### src/rtl/clock_pkg.sv
// Shared types and constants for the board-clock PLL supervisor.
// Holds the lock FSM encoding, output bundle and default timing values.
package clock_pkg;

   localparam int unsigned CLK_HZ           = 25_000_000;
   localparam int unsigned LOCK_TIMEOUT_25M = CLK_HZ / 10;  // 100 ms of board clock
   localparam int unsigned LOSS_W           = 8;

   typedef enum logic [2:0] {
      RESET_PLL,
      WAIT_LOCK,
      STABLE,
      RUN,
      FAIL
   } lock_state_t;

   typedef struct packed {
      logic pll_rst;
      logic sys_rst;
      logic ready;
      logic fail;
   } ctrl_out_t;

   // Output bundle is a pure function of the FSM state.
   function automatic ctrl_out_t decode_outputs(lock_state_t s);
      ctrl_out_t o;
      o.pll_rst = (s == RESET_PLL) || (s == FAIL);
      o.sys_rst = (s != RUN);
      o.ready   = (s == RUN);
      o.fail    = (s == FAIL);
      return o;
   endfunction

   function automatic int unsigned max4(int unsigned a, int unsigned b,
                                        int unsigned c, int unsigned d);
      int unsigned m;
      m = a;
      if (b > m) m = b;
      if (c > m) m = c;
      if (d > m) m = d;
      return m;
   endfunction

endpackage

### src/rtl/pll_lock_ctrl_if.sv
// PLL control/status bundle between the lock supervisor and its surroundings.
// master is the supervisor side; slave is the PLL / downstream side.
interface pll_lock_ctrl_if;
   import clock_pkg::*;

   logic              pll_locked;
   logic              pll_rst;
   logic              sys_rst;
   logic              ready;
   logic              fail;
   logic [LOSS_W-1:0] loss_cnt;

   modport master (
      input  pll_locked,
      output pll_rst,
      output sys_rst,
      output ready,
      output fail,
      output loss_cnt
   );

   modport slave (
      output pll_locked,
      input  pll_rst,
      input  sys_rst,
      input  ready,
      input  fail,
      input  loss_cnt
   );

endinterface

### src/rtl/sync_2ff.sv
// Two-flop single-bit synchroniser with synchronous reset to 0.
// Reusable for any asynchronous lock/status bit entering a clock domain.
module sync_2ff (
   input  logic clk_i,
   input  logic rst_i,
   input  logic d_i,
   output logic q_o
);

   logic meta_q;
   logic sync_q;

   always_ff @(posedge clk_i) begin
      if (rst_i) begin
         meta_q <= 1'b0;
         sync_q <= 1'b0;
      end else begin
         meta_q <= d_i;
         sync_q <= meta_q;
      end
   end

   assign q_o = sync_q;

endmodule

### src/rtl/pll_lock_ctrl.sv
// PLL lock supervisor: pulses PLL reset, waits for a stable lock, releases
// the downstream reset and retries or gives up on repeated lock timeouts.
module pll_lock_ctrl
   import clock_pkg::*;
#(
   parameter int unsigned RST_CYCLES    = 8,
   parameter int unsigned LOCK_TIMEOUT  = LOCK_TIMEOUT_25M,
   parameter int unsigned STABLE_CYCLES = 1024,
   parameter int unsigned RETRY_LIMIT   = 3
) (
   input  logic            clk_25m,
   input  logic            rst,
   pll_lock_ctrl_if.master ctrl_if
);

   localparam int unsigned CNT_MAX = max4(RST_CYCLES, LOCK_TIMEOUT, STABLE_CYCLES, RETRY_LIMIT);
   localparam int unsigned CNT_W   = $clog2(CNT_MAX);
   localparam int unsigned RETRY_W = $clog2(RETRY_LIMIT + 1);

   if (RST_CYCLES < 4) begin : g_chk_rst
      $error("RST_CYCLES must be >= 4");
   end
   if (LOCK_TIMEOUT < 1) begin : g_chk_timeout
      $error("LOCK_TIMEOUT must be >= 1");
   end
   if (STABLE_CYCLES < 1) begin : g_chk_stable
      $error("STABLE_CYCLES must be >= 1");
   end
   if (RETRY_LIMIT < 1) begin : g_chk_retry
      $error("RETRY_LIMIT must be >= 1");
   end

   logic              lock_s;
   lock_state_t       state_q, state_d;
   logic [CNT_W-1:0]  cnt_q, cnt_d;
   logic [RETRY_W-1:0] retry_q, retry_d;
   logic [LOSS_W-1:0] loss_q, loss_d;
   ctrl_out_t         out_q;

   sync_2ff u_lock_sync (
      .clk_i (clk_25m),
      .rst_i (rst),
      .d_i   (ctrl_if.pll_locked),
      .q_o   (lock_s)
   );

   // Next-state logic; cnt clears on every transition.
   always_comb begin
      state_d = state_q;
      cnt_d   = cnt_q + CNT_W'(1);
      retry_d = retry_q;
      loss_d  = loss_q;
      unique case (state_q)
         RESET_PLL: begin
            if (cnt_q == CNT_W'(RST_CYCLES - 1)) begin
               state_d = WAIT_LOCK;
               cnt_d   = '0;
            end
         end
         WAIT_LOCK: begin
            // A lock seen on the timeout cycle takes priority over the retry.
            if (lock_s) begin
               state_d = STABLE;
               cnt_d   = '0;
            end else if (cnt_q == CNT_W'(LOCK_TIMEOUT - 1)) begin
               retry_d = retry_q + RETRY_W'(1);
               state_d = (retry_d == RETRY_W'(RETRY_LIMIT)) ? FAIL : RESET_PLL;
               cnt_d   = '0;
            end
         end
         STABLE: begin
            if (!lock_s) begin
               state_d = RESET_PLL;
               cnt_d   = '0;
            end else if (cnt_q == CNT_W'(STABLE_CYCLES - 1)) begin
               state_d = RUN;
               retry_d = '0;
               cnt_d   = '0;
            end
         end
         RUN: begin
            cnt_d = '0;
            if (!lock_s) begin
               state_d = RESET_PLL;
               loss_d  = (loss_q == '1) ? loss_q : loss_q + LOSS_W'(1);
            end
         end
         FAIL: begin
            cnt_d = '0;
         end
         default: begin
            state_d = RESET_PLL;
            cnt_d   = '0;
         end
      endcase
   end

   // Outputs are registered alongside the state they decode.
   always_ff @(posedge clk_25m) begin
      if (rst) begin
         state_q <= RESET_PLL;
         cnt_q   <= '0;
         retry_q <= '0;
         loss_q  <= '0;
         out_q   <= decode_outputs(RESET_PLL);
      end else begin
         state_q <= state_d;
         cnt_q   <= cnt_d;
         retry_q <= retry_d;
         loss_q  <= loss_d;
         out_q   <= decode_outputs(state_d);
      end
   end

   assign ctrl_if.pll_rst  = out_q.pll_rst;
   assign ctrl_if.sys_rst  = out_q.sys_rst;
   assign ctrl_if.ready    = out_q.ready;
   assign ctrl_if.fail     = out_q.fail;
   assign ctrl_if.loss_cnt = loss_q;

endmodule

### src/flat_wrapper.sv
// flat-port wrapper written by rule: the top's interface ports become plain ports
module pll_lock_ctrl_flat import clock_pkg::*;
#(
   parameter int unsigned RST_CYCLES    = 8,
   parameter int unsigned LOCK_TIMEOUT  = LOCK_TIMEOUT_25M,
   parameter int unsigned STABLE_CYCLES = 1024,
   parameter int unsigned RETRY_LIMIT   = 3
)
  (clk_25m, rst, ctrl_if_pll_locked, ctrl_if_pll_rst, ctrl_if_sys_rst, ctrl_if_ready, ctrl_if_fail, ctrl_if_loss_cnt);
  pll_lock_ctrl_if ctrl_if_i ();
  input  logic clk_25m;
  input  logic rst;
  input wire logic [$bits(ctrl_if_i.pll_locked)-1:0] ctrl_if_pll_locked;
  output wire logic [$bits(ctrl_if_i.pll_rst)-1:0] ctrl_if_pll_rst;
  output wire logic [$bits(ctrl_if_i.sys_rst)-1:0] ctrl_if_sys_rst;
  output wire logic [$bits(ctrl_if_i.ready)-1:0] ctrl_if_ready;
  output wire logic [$bits(ctrl_if_i.fail)-1:0] ctrl_if_fail;
  output wire logic [$bits(ctrl_if_i.loss_cnt)-1:0] ctrl_if_loss_cnt;
  assign ctrl_if_i.pll_locked = ctrl_if_pll_locked;
  assign ctrl_if_pll_rst = ctrl_if_i.pll_rst;
  assign ctrl_if_sys_rst = ctrl_if_i.sys_rst;
  assign ctrl_if_ready = ctrl_if_i.ready;
  assign ctrl_if_fail = ctrl_if_i.fail;
  assign ctrl_if_loss_cnt = ctrl_if_i.loss_cnt;
  pll_lock_ctrl #(.RST_CYCLES(RST_CYCLES), .LOCK_TIMEOUT(LOCK_TIMEOUT), .STABLE_CYCLES(STABLE_CYCLES), .RETRY_LIMIT(RETRY_LIMIT)) u_core (.clk_25m(clk_25m), .rst(rst), .ctrl_if(ctrl_if_i));
endmodule
### config.mk
export PLATFORM = sky130hd
export DESIGN_NAME = pll_lock_ctrl_flat
export DESIGN_NICKNAME = d
export VERILOG_FILES = /design/src/rtl/clock_pkg.sv /design/src/rtl/pll_lock_ctrl_if.sv /design/src/rtl/sync_2ff.sv /design/src/rtl/pll_lock_ctrl.sv /design/src/flat_wrapper.sv
export SDC_FILE = /design/constraint.sdc
export NUM_CORES = 1
export LEC_CHECK = 0
export ABC_AREA = 1
export BUFFER_PORTS_ARGS = -buffer_cell sky130_fd_sc_hd__buf_2
export CORE_ASPECT_RATIO = 0.6
export CORE_MARGIN = 1.5
export CORE_UTILIZATION = 50
export CTS_BUF_LIST = sky130_fd_sc_hd__clkbuf_16
export DETAILED_ROUTE_END_ITERATION = 8
export GPL_TIMING_DRIVEN = 0
export PLACE_DENSITY = 0.68
export SYNTH_ARGS = -nofsm -noshare
export SYNTH_HDL_FRONTEND = slang
export SYNTH_SLANG_ARGS = --single-unit
### constraint.sdc
create_clock -name clk_25m -period 2.6 [get_ports clk_25m]
set_clock_uncertainty 0.15 [all_clocks]
set_input_delay 0.52 -clock clk_25m [delete_from_list [all_inputs] [get_ports clk_25m]]
set_output_delay 0.52 -clock clk_25m [all_outputs]
set_load 0.01 [all_outputs]
Word-level counts from Yosys, hierarchy flattened

Cells that the tools add are included.

Bits in registers: 41
Input bits: 3

Mux-type cells: 19
Reductions and logical operators: 6
Equality and inequality tests: 16
Add/subtract/negate cells: 3
Bitwise gates (word level): 2

Operators with widths:

| operator                                                                | number |
|---|---|
| 22-bit 2-to-1 mux                                                       | 5 |
| 22-bit one-hot mux with 3 select lines                                  | 1 |
| 22-bit by 1-bit adder with 22-bit output, second input constant         | 1 |
| 22-bit by 10-bit == test with 1-bit output, second input constant       | 1 |
| 22-bit == test, second input constant                                   | 1 |
| 22-bit by 3-bit == test with 1-bit output, second input constant        | 1 |
| 3-bit 2-to-1 mux                                                        | 7 |
| 3-bit one-hot mux with 5 select lines                                   | 1 |
| 3-bit by 2-bit == test with 1-bit output, second input constant         | 3 |
| 8-bit by 1-bit adder with 8-bit output, second input constant           | 1 |
| 8-bit == test, second input constant                                    | 1 |
| 2-bit 2-to-1 mux                                                        | 4 |
| 3-bit == test, second input constant                                    | 2 |
| 3-bit logical NOT                                                       | 2 |
| 5-bit AND reduction                                                     | 1 |
| 2-bit by 1-bit inequality test with 1-bit output, second input constant | 2 |
| 2-bit inequality test, second input constant                            | 2 |
| 2-bit one-hot mux with 2 select lines                                   | 1 |
| 3-bit by 1-bit == test with 1-bit output, second input constant         | 1 |
| 3-bit by 2-bit inequality test with 1-bit output, second input constant | 1 |
| 3-bit AND reduction                                                     | 1 |
| 2-bit by 1-bit adder with 2-bit output, second input constant           | 1 |
| 2-bit == test, second input constant                                    | 1 |
| 1-bit inverter                                                          | 2 |
| 2 further kinds                                                         | 2 |

Longest topological paths before layout

Gate-level depths: netlist (run 1).

Depth in word-level cells: 8
Mapped depth: 11
Gate-level depth less buffers: 10

Cells and area by module

From an unflattened synthesis (run 1), not the netlist that was laid out.

Cells, all modules: 337
Area, all modules: 2214.6 µm²

Modules (own cells, without submodules):

| module        | times used | area each (µm²) | sequential area each (µm²) | cells an instance |
|---|---|---|---|---|
| pll_lock_ctrl | 1          | 2159.6          | 780.7                      | 331 |
| sync_2ff      | 1          | 55.1            | 40.0                       | 6 |

Least setup slack after synthesis (run 1)

OpenSTA, ideal clock, no wires.

Path kind: register to register
Start point: reg u_core.cnt_q[0]
End point: reg u_core.cnt_q[14]
Path buffers: 1
Stages on the path, launching flop included: 12
Arrival: 1.565 ns
Setup time: 0.120 ns
Slack: 0.765 ns
Cell sequence: dfxtp_1 -> ha_1 -> nand2_1 -> nor2_4 -> nand2_4 -> nor2_4 -> nand2_2 -> nand2_2 -> nand3_4 -> nand2_4 -> buf_12 -> nor2_4

Longest elaborated chain between the ends: 4
Elaborated cells between the ends (all ways): 10

RTL lines:

| element                                                          | RTL line                                 | source |
|---|---|---|
| start, declared                                                  | pll_lock_ctrl.sv:35                      | `logic [CNT_W-1:0] cnt_q, cnt_d;` |
| start signal, assigned                                           | pll_lock_ctrl.sv:108                     | `cnt_q <= cnt_d;` |
| 22-bit by 1-bit adder with 22-bit output (tied with other cells) | pll_lock_ctrl.sv:50                      | `cnt_d = cnt_q + CNT_W'(1);` |
| 22-bit 2-to-1 mux (on tied branches)                             | pll_lock_ctrl.sv:75, pll_lock_ctrl.sv:65 |  |
| 22-bit 2-to-1 mux (on tied branches)                             | pll_lock_ctrl.sv:72, pll_lock_ctrl.sv:62 |  |
| 22-bit one-hot mux with 3 select lines *                         | pll_lock_ctrl.sv:53                      | `unique case (state_q)` |

Mark *: on every way between the ends. The rest lies on a longest branch, timed or not.
A chain may end at the register's enable or synchronous reset.

Final worst setup path (run 1)

Start point: reg u_core.cnt_q[0]
End point: reg u_core.cnt_q[16]

Same word-level chain as after synthesis.

==> flow_metrics.tcl, run 1 <==
set metrics [dict create \
    root_buffer "clkbuf_16" \
    die_w_um 89.0 \
    cts_repair_resize_count 0 \
    die_y_um 54.6 \
    pwr-share-comb 0.035 \
    clockPowerShare 0.456 \
    ys_types 29 \
    syn2layout_area_growth_pct 12.7 \
    grt_pass1_wl_um 7650 \
    tightest_slew_ns 0.447 \
    cts_made_buffers 5 \
    cts.sinks 41 \
    peakVddDrop_mv 0.315 \
    overflow 0 \
    postCtsSetupBuffers 0 \
    leakagePower_nw 1.01 \
    wl_met3_um 236 \
    start_util 0.530 \
    antenna_found_initial 0 \
    outcome "finished, final reports clean" \
    synthCells 304 \
    first_pass_iters 4 \
    drc 0 \
    maxSlewHeadroom 0.702 \
    vias 1866 \
    clk_pin_slew_ns 0.06 \
    post-dp-hpwl_um 3390 \
    worstPathMaxFanout 10 \
    maxClockFrequency_mhz 485 \
    design.core.area_um2 4190 \
    dp_cells 378 \
    finalWirelength_um 4490 \
    nets 331 \
    viasPerCell 4.83 \
    cp-end-kind "flop" \
    diodes 0 \
    finalCritPeriodShare 0.792 \
    ant_nets 0 \
    dieArea_um2 4860 \
    intPower_mw 0.994 \
    p_total_mw 1.26 \
    p_switching_mw 0.267 \
    path_class "reg -> reg" \
    ios 15 \
    startpoint_type "flop" \
    setup_viol 0 \
    stdcell_area_um2 2500 \
    cts_tree "yes" \
    synth_top_area_cell "dfxtp_1" \
    rsz0062_at_grt "no" \
    drv_slew 0 \
    final_util 0.597 \
    grtUsageTotal 0.215 \
    power.density_nw_per_um2 504 \
    setup_tns_ns 0 \
    ctsHoldBuffers 0 \
    ys_warn_count 0 \
    clk-insertion-delay-late_ns 0.28 \
    critPathRequiredTime_ns 2.62 \
    dr.first_iter.drc_count 131 \
    drv_cap 0 \
    synthesis.area_um2 2220 \
    hold_path_class "reg -> reg" \
    hold_viol 0 \
    swShare 0.211 \
    routed-wl-met2_um 1670 \
    cts_buffer_depth 2 \
    ys_top_cells_by_area "dfxtp_1 37%, nand2_1 9.1%, nor2_1 8.3%" \
    avgRoutedWirePerCell_um 11.6 \
    grt_pass1_vias 1573 \
    rows 18 \
    synth_nets 310 \
    syn_avg_cell_area_um2 7.30 \
    yosysSeqAreaShare 0.370 \
    critPathArrivalTime_ns 2.08 \
    synth_top_cell_area_share 0.370 \
    ys_ff_latch 41 \
    drive_gt1_frac 0.169 \
    wl_met1_um 2550 \
    stdcell_count 386 \
    top_layer "met4" \
    cts_max_level 2 \
    grt_max_degree 12 \
    p_seq_frac 0.508 \
    placed_area_um2 2360 \
    io_buffers 14 \
    period_needed_ns 2.06 \
    gp_congestion 0.861 \
]
==> worst max-delay path, stage by stage, from the launching register on <==
cell,delay [ns]
dfxtp_1,0.46
ha_1,0.24
nand2_1,0.11
nor2_4,0.14
nand2_4,0.09
nor2_4,0.10
nand2_2,0.07
nand2_2,0.08
nand3_4,0.11
nand2_4,0.15
buf_12,0.20
nor2_4,0.04
==> final cells by class <==
class	instances	area, um^2
Sequential cell	41	821
Multi-Input combinational cell	216	1200
Timing Repair Buffer	14	70.1
Inverter	45	169
Buffer	2	23.8
Tap cell	60	75.1
Fill cell	405	1690
Clock buffer	5	125
Clock inverter	3	11.3
==> per-layer routing <==
| layer | up-vias | track usage |
|---|---|---|
| met2 | 33 | 0.280 |
| met3 | 3 | 0.0558 |
| li1 | 1000 | - |
| met1 | 830 | 0.337 |
| met4 | 0 | 0.0564 |
| met5 | - | 0 |
==> logic make-up (layout without fill, tap and decap cells) <==
family,after synthesis,in the layout,share of synthesized area
xor gates and xnor gates,19,19,0.0750
AOI/OAI and AO/OA,19,19,0.0485
buffers and inverters,47,69,0.0869
DFF,41,41,0.370
adders and majority gates,3,3,0.0169
and+or+nand+nor,175,175,0.403
==> through the flow <==
stage / setup slack [ns] / hold WS (ns)
final: 0.540 / 0.263
after detailed placement: 0.538 / 0.256
after global placement: 0.530 / 0.245
after floorplan: 0.765 / 0.238
after CTS: 0.525 / 0.264
after global routing: 0.402 / 0.283
==> final timing paths <==
kind                             startpoint                      to  slack [ns]  cells after the start
setup / recovery            u_core.cnt_q[0]        u_core.cnt_q[16]        0.54                     11
hold / removal    u_core.u_lock_sync.meta_q  u_core.u_lock_sync.q_o        0.26                      2
setup reg to reg            u_core.cnt_q[0]        u_core.cnt_q[16]        0.54                     11
hold reg to reg   u_core.u_lock_sync.meta_q  u_core.u_lock_sync.q_o        0.26                      2
==> cells in the final DEF (no fill, tap or decap), types with 2 or more instances in the layout <==
cell type,n
nand2_2,7
buf_2,14
ha_1,3
nor3_1,9
xnor2_1,6
nand2_1,54
nor2_1,49
nand2_4,2
a21oi_1,8
nand3_1,23
xor2_1,13
inv_1,42
clkbuf_16,5
o21ai_0,5
nor2_2,4
dfxtp_1,41
inv_2,5
nor2_4,14
nand4_1,9
o21a_1,2
==> cells in the mapped netlist (all sizes together) <==
| library cell | instances |
|---|---|
| nor2 | 67 |
| inv | 44 |
| nand2 | 63 |
| a21oi | 8 |
| nand3b | 1 |
| nor3 | 10 |
| dfxtp | 41 |
| xor2 | 13 |
| buf | 1 |
| o21bai | 1 |
| nand4 | 9 |
| xnor2 | 6 |
| clkinv | 1 |
| clkbuf | 1 |
| o21a | 2 |
| o21ai | 7 |
| or2 | 1 |
| ha | 3 |
| a31oi | 1 |
| nand3 | 24 |
==> power by group through the flow <==
stage / clock [mW] / combinational, mW / sequential [mW]
global route: 0.621 / 0.0502 / 0.642
global placement: 0 / 0.0444 / 0.654
CTS: 0.596 / 0.0450 / 0.641
floorplan: 0 / 0.0356 / 0.653
finish: 0.575 / 0.0447 / 0.641
detailed placement: 0 / 0.0447 / 0.655
==> registers in the layout, indices dropped and copies added (netlist names) <==
signal / flops
u_core.ctrl_if.fail: 1
u_core.retry_q: 2
u_core.ctrl_if.loss_cnt: 8
u_core.state_q: 3
u_core.u_lock_sync.q_o: 1
u_core.ctrl_if.ready: 1
u_core.u_lock_sync.meta_q: 1
u_core.cnt_q: 22
u_core.ctrl_if.sys_rst: 1
u_core.ctrl_if.pll_rst: 1
Power figures use the tool's default switching activity.
==> run 2, diff against run 1 <==
==> constraint.sdc (replaced) <==
create_clock -name clk_25m -period 1.9 [get_ports clk_25m]
set_clock_uncertainty 0.15 [all_clocks]
set_input_delay 0.38 -clock clk_25m [delete_from_list [all_inputs] [get_ports clk_25m]]
set_output_delay 0.38 -clock clk_25m [all_outputs]
set_load 0.01 [all_outputs]
==> flow_metrics.tcl, run 2 (synthesis results as in run 1) <==
set metrics [dict create \
    grt_pass1_vias 1622 \
    first_pass_iters 4 \
    setup_viol 0 \
    stdcell_area_um2 2650 \
    finalWirelength_um 4760 \
    cp-end-kind "flop" \
    hold_path_class "in -> reg" \
    largest_register_ffs 22 \
    critPathRequiredTime_ns 1.92 \
    startpoint_type "flop" \
    critPathArrivalTime_ns 1.83 \
    routed-wl-met2_um 1830 \
    p_total_mw 1.75 \
    tightest_slew_ns 0.459 \
    worstPathMaxFanout 6 \
    final_common_cell "nand2_1" \
    grtUsageTotal 0.224 \
    finalCritPeriodShare 0.955 \
    largest_register "u_core.cnt_q" \
    drv_cap 0 \
    startpoint "u_core.cnt_q[1]" \
    most-common-layout-cells "53 x nand2_1, 46 x nor2_1, 42 x inv_1, 35 x dfxtp_1, 22 x nand3_1" \
    post-dp-hpwl_um 3390 \
    ios 15 \
    avgRoutedWirePerCell_um 12.1 \
    grt_max_degree 12 \
    nets 338 \
    top_layer "met4" \
    r2r-start "u_core.cnt_q[1]" \
    ant_nets 0 \
    wl_met1_um 2530 \
    drive_gt1_frac 0.225 \
    nFillCells 379 \
    grt_pass1_wl_um 7940 \
    cts.sinks 41 \
    vias 1924 \
    leakagePower_nw 1.06 \
    root_buffer "clkbuf_16" \
    gp_congestion 0.861 \
    cts_made_buffers 5 \
    reg2reg_slack_ns 0.09 \
    syn2layout_area_growth_pct 19.6 \
    fin_ws_ns 0.0863 \
    rows 18 \
    dp_cells 378 \
    antenna_found_initial 0 \
    r2r_end "u_core.cnt_q[16]" \
    placed_area_um2 2360 \
    diodes 0 \
    cts_buffer_depth 2 \
    dieArea_um2 4860 \
    setup_tns_ns 0 \
    wl_met3_um 358 \
    drv_slew 0 \
    clk_pin_slew_ns 0.06 \
    rr_worst_depth 12 \
    stdcell_count 393 \
    drc 0 \
    start_util 0.530 \
    cts_tree "yes" \
    critical_path.endpoint "u_core.cnt_q[16]" \
    viasPerCell 4.90 \
    die_y_um 54.6 \
    hold_viol 0 \
    overflow 0 \
    clk-insertion-delay-late_ns 0.28 \
    maxSlewHeadroom 0.694 \
    power.density_nw_per_um2 661 \
    hold_ws_ns 0.154 \
    outcome "finished, final reports clean" \
    place_ws_ns -0.162 \
    cts_max_level 2 \
    die_w_um 89.0 \
    min-delay-start "ctrl_if_pll_locked" \
    io_buffers 14 \
    final_util 0.634 \
    maxClockFrequency_mhz 551 \
    path_class "reg -> reg" \
    dr.first_iter.drc_count 107 \
    period_needed_ns 1.81 \
    peakVddDrop_mv 0.429 \
    ctsHoldBuffers 0 \
    design.core.area_um2 4190 \
]
run 2: changes by cell type in the layout (fill, tap and decap cells not counted), moves of 2 or more:
cell / delta
buf_4: +5
dfxtp_1: -6
dfxtp_2: +4
dfxtp_4: +2
ha_1: -2
ha_4: +2
nor2_1: -3
nor2_2: +3
run 2: timing repair:
| item | CTS | global route |
|---|---|---|
| setup endpoints to repair | 12 | 18 |
| setup buffers | 4 | 2 |
| pin swaps | 3 | 4 |
| gates cloned | 1 | 0 |
| resized for setup | 6 | 14 |
run 2: routing by layer:
layer,up-vias,track usage
met3,7,0.0754
met1,863,0.339
met4,0,0.0615
met5,-,0
met2,46,0.294
li1,1008,-
run 2: how the worst min path moves through the flow:
stage / endpoint / slack, ns / cells past startpoint
detailed placement: u_core.u_lock_sync.q_o / 0.26 / 2
global route: u_core.u_lock_sync.meta_q / 0.17 / 3
global placement: u_core.u_lock_sync.q_o / 0.25 / 2
finish: u_core.u_lock_sync.meta_q / 0.15 / 3
CTS: u_core.u_lock_sync.meta_q / 0.15 / 3
floorplan: u_core.u_lock_sync.q_o / 0.24 / 2
run 2: area by class of cell:
class / count / area (um^2) / share of cell area
Multi-Input combinational cell: 216 / 1260 / 0.475
Tap cell: 60 / 75.1 / 0.0283
Sequential cell: 41 / 833 / 0.314
Timing Repair Buffer: 21 / 155 / 0.0585
Clock buffer: 5 / 125 / 0.0471
Clock inverter: 3 / 11.3 / 0.00424
Buffer: 2 / 23.8 / 0.00896
Inverter: 45 / 169 / 0.0636
run 2: report_power, final:
part           total (mW)  switching (mW)  internal (mW)
Sequential          0.878         0.00883          0.869
Clock               0.787           0.315          0.472
Combinational      0.0892          0.0499         0.0393
run 2: worst max-delay path, cell delays in order (launching register included):
cell and delay, ns:
dfxtp_4 0.36, ha_4 0.14, nand2_2 0.07, nor2_4 0.13
nand2_4 0.10, nor2_4 0.10, nand2_2 0.08, nand2_2 0.08
nand3_4 0.09, nand2_8 0.10, buf_12 0.12, buf_12 0.13
nor2_4 0.03
==> run 3, diff against run 2 <==
--- a/config.mk
+++ b/config.mk
@@ -12,7 +12,6 @@
 export CORE_UTILIZATION = 50
 export CTS_BUF_LIST = sky130_fd_sc_hd__clkbuf_16
 export DETAILED_ROUTE_END_ITERATION = 8
-export GPL_TIMING_DRIVEN = 0
 export PLACE_DENSITY = 0.68
 export SYNTH_ARGS = -nofsm -noshare
 export SYNTH_HDL_FRONTEND = slang
==> flow_metrics.tcl, run 3 (synthesis results as in run 1) <==
set metrics [dict create \
    leakagePower_nw 1.05 \
    path_class "reg -> reg" \
    critPathArrivalTime_ns 1.84 \
    finalWirelength_um 4690 \
    multiInputGateArea_um2 1220 \
    drive_gt1_frac 0.211 \
    ios 15 \
    worstPathMaxFanout 10 \
    final_common_cell "nand2_1" \
    hold_path_class "in -> reg" \
    design.core.area_um2 4190 \
    tightest_slew_ns 0.312 \
    cts_tree "yes" \
    drv_cap 0 \
    period_needed_ns 1.81 \
    maxClockFrequency_mhz 553 \
    outcome "finished, final reports clean" \
    syn2layout_area_growth_pct 16.3 \
    largest_register_ffs 22 \
    cts.sinks 41 \
    nets 337 \
    setup_viol 0 \
    ant_nets 0 \
    viasPerCell 4.87 \
    first_pass_iters 4 \
    root_buffer "clkbuf_16" \
    grt_max_degree 13 \
    grt_pass1_vias 1602 \
    io_buffers 14 \
    power.density_nw_per_um2 676 \
    largest_register "u_core.cnt_q" \
    stdcell_area_um2 2580 \
    avgRoutedWirePerCell_um 12.0 \
    cp-end-kind "flop" \
    post-dp-hpwl_um 3570 \
    vias 1908 \
    die_y_um 54.6 \
    antenna_found_initial 0 \
    overflow 0 \
    diodes 0 \
    final_util 0.616 \
    drc 0 \
    gp_congestion 0.899 \
    drv_slew 0 \
    hold_viol 0 \
    critPathRequiredTime_ns 1.93 \
    clk-insertion-delay-late_ns 0.28 \
    peakVddDrop_mv 0.386 \
    dieArea_um2 4860 \
    finalCritPeriodShare 0.952 \
    cts_max_level 2 \
    grtUsageTotal 0.218 \
    cts_made_buffers 5 \
    maxSlewHeadroom 0.790 \
    most-common-layout-cells "53 x nand2_1, 47 x nor2_1, 40 x inv_1, 40 x dfxtp_1, 22 x nand3_1" \
    clk_pin_slew_ns 0.06 \
    hold_ws_ns 0.160 \
    p_total_mw 1.74 \
    placed_area_um2 2420 \
    nFillCells 393 \
    start_util 0.530 \
    startpoint_type "flop" \
    rows 18 \
    cts_buffer_depth 2 \
    seq_area_um2 822 \
    grt_pass1_wl_um 7710 \
    dr.first_iter.drc_count 105 \
    ctsHoldBuffers 0 \
    die_w_um 89.0 \
]
## run 3: stage by stage
| stage | setup WS (ns) | cells | setup TNS [ns] |
|---|---|---|---|
| 6_report | 0.0907 | 392 | 0 |
| 5_1_grt | -0.0205 | 392 | -0.150 |
| 4_1_cts | 0.0535 | 391 | 0 |
| 3_5_place_dp | 0.0634 | 383 | 0 |
| 3_3_place_gp | 0.103 | 383 | 0 |
| 2_1_floorplan | 0.0648 | 304 | 0 |
## run 3: metal layers
| layer | track usage | wire [um] | up-vias |
|---|---|---|---|
| li1 | - | - | 1007 |
| met1 | 0.336 | 2600 | 848 |
| met2 | 0.290 | 1770 | 49 |
| met3 | 0.0618 | 287 | 4 |
| met4 | 0.0564 | 35 | 0 |
| met5 | 0 | 0 | - |
## run 3: worst paths after layout
kind / start / depth (start not counted) / slack, ns / endpoint
worst min-delay path: ctrl_if_pll_locked / 3 / 0.16 / u_core.u_lock_sync.meta_q
worst max-delay path: u_core.cnt_q[0] / 11 / 0.09 / u_core.cnt_q[21]
worst max register to register: u_core.cnt_q[0] / 11 / 0.09 / u_core.cnt_q[21]
worst min register to register: u_core.u_lock_sync.meta_q / 2 / 0.25 / u_core.u_lock_sync.q_o
## run 3: timing repair
item	CTS	global route
endpoints found under the hold margin	0	0
setup endpoints to repair	0	18
resized for setup	0	6
setup buffers	0	1
## run 3: area by class of cell
class                           instances  share of cell area
Sequential cell                        41               0.319
Tap cell                               60              0.0291
Multi-Input combinational cell        216               0.473
Inverter                               45              0.0655
Clock buffer                            5              0.0485
Timing Repair Buffer                   22              0.0601
Clock inverter                          3             0.00533
## run 3: critical path: stages (launching register included)
cell	delay [ns]
dfxtp_1	0.34
ha_2	0.21
nand2_2	0.08
inv_1	0.10
nand2_1	0.07
nor2_2	0.15
nand3_1	0.10
nand2_2	0.09
nand3_4	0.10
nand2_4	0.10
buf_12	0.15
nor2_1	0.05
## run 3: where the power goes
group          leakage [nW]  switching, mW  internal, mW  total [mW]
Combinational         0.642         0.0452        0.0290      0.0742
Clock                0.0748          0.319         0.476       0.795
Sequential            0.332        0.00694         0.869       0.876
Total                  1.05          0.371          1.37        1.74
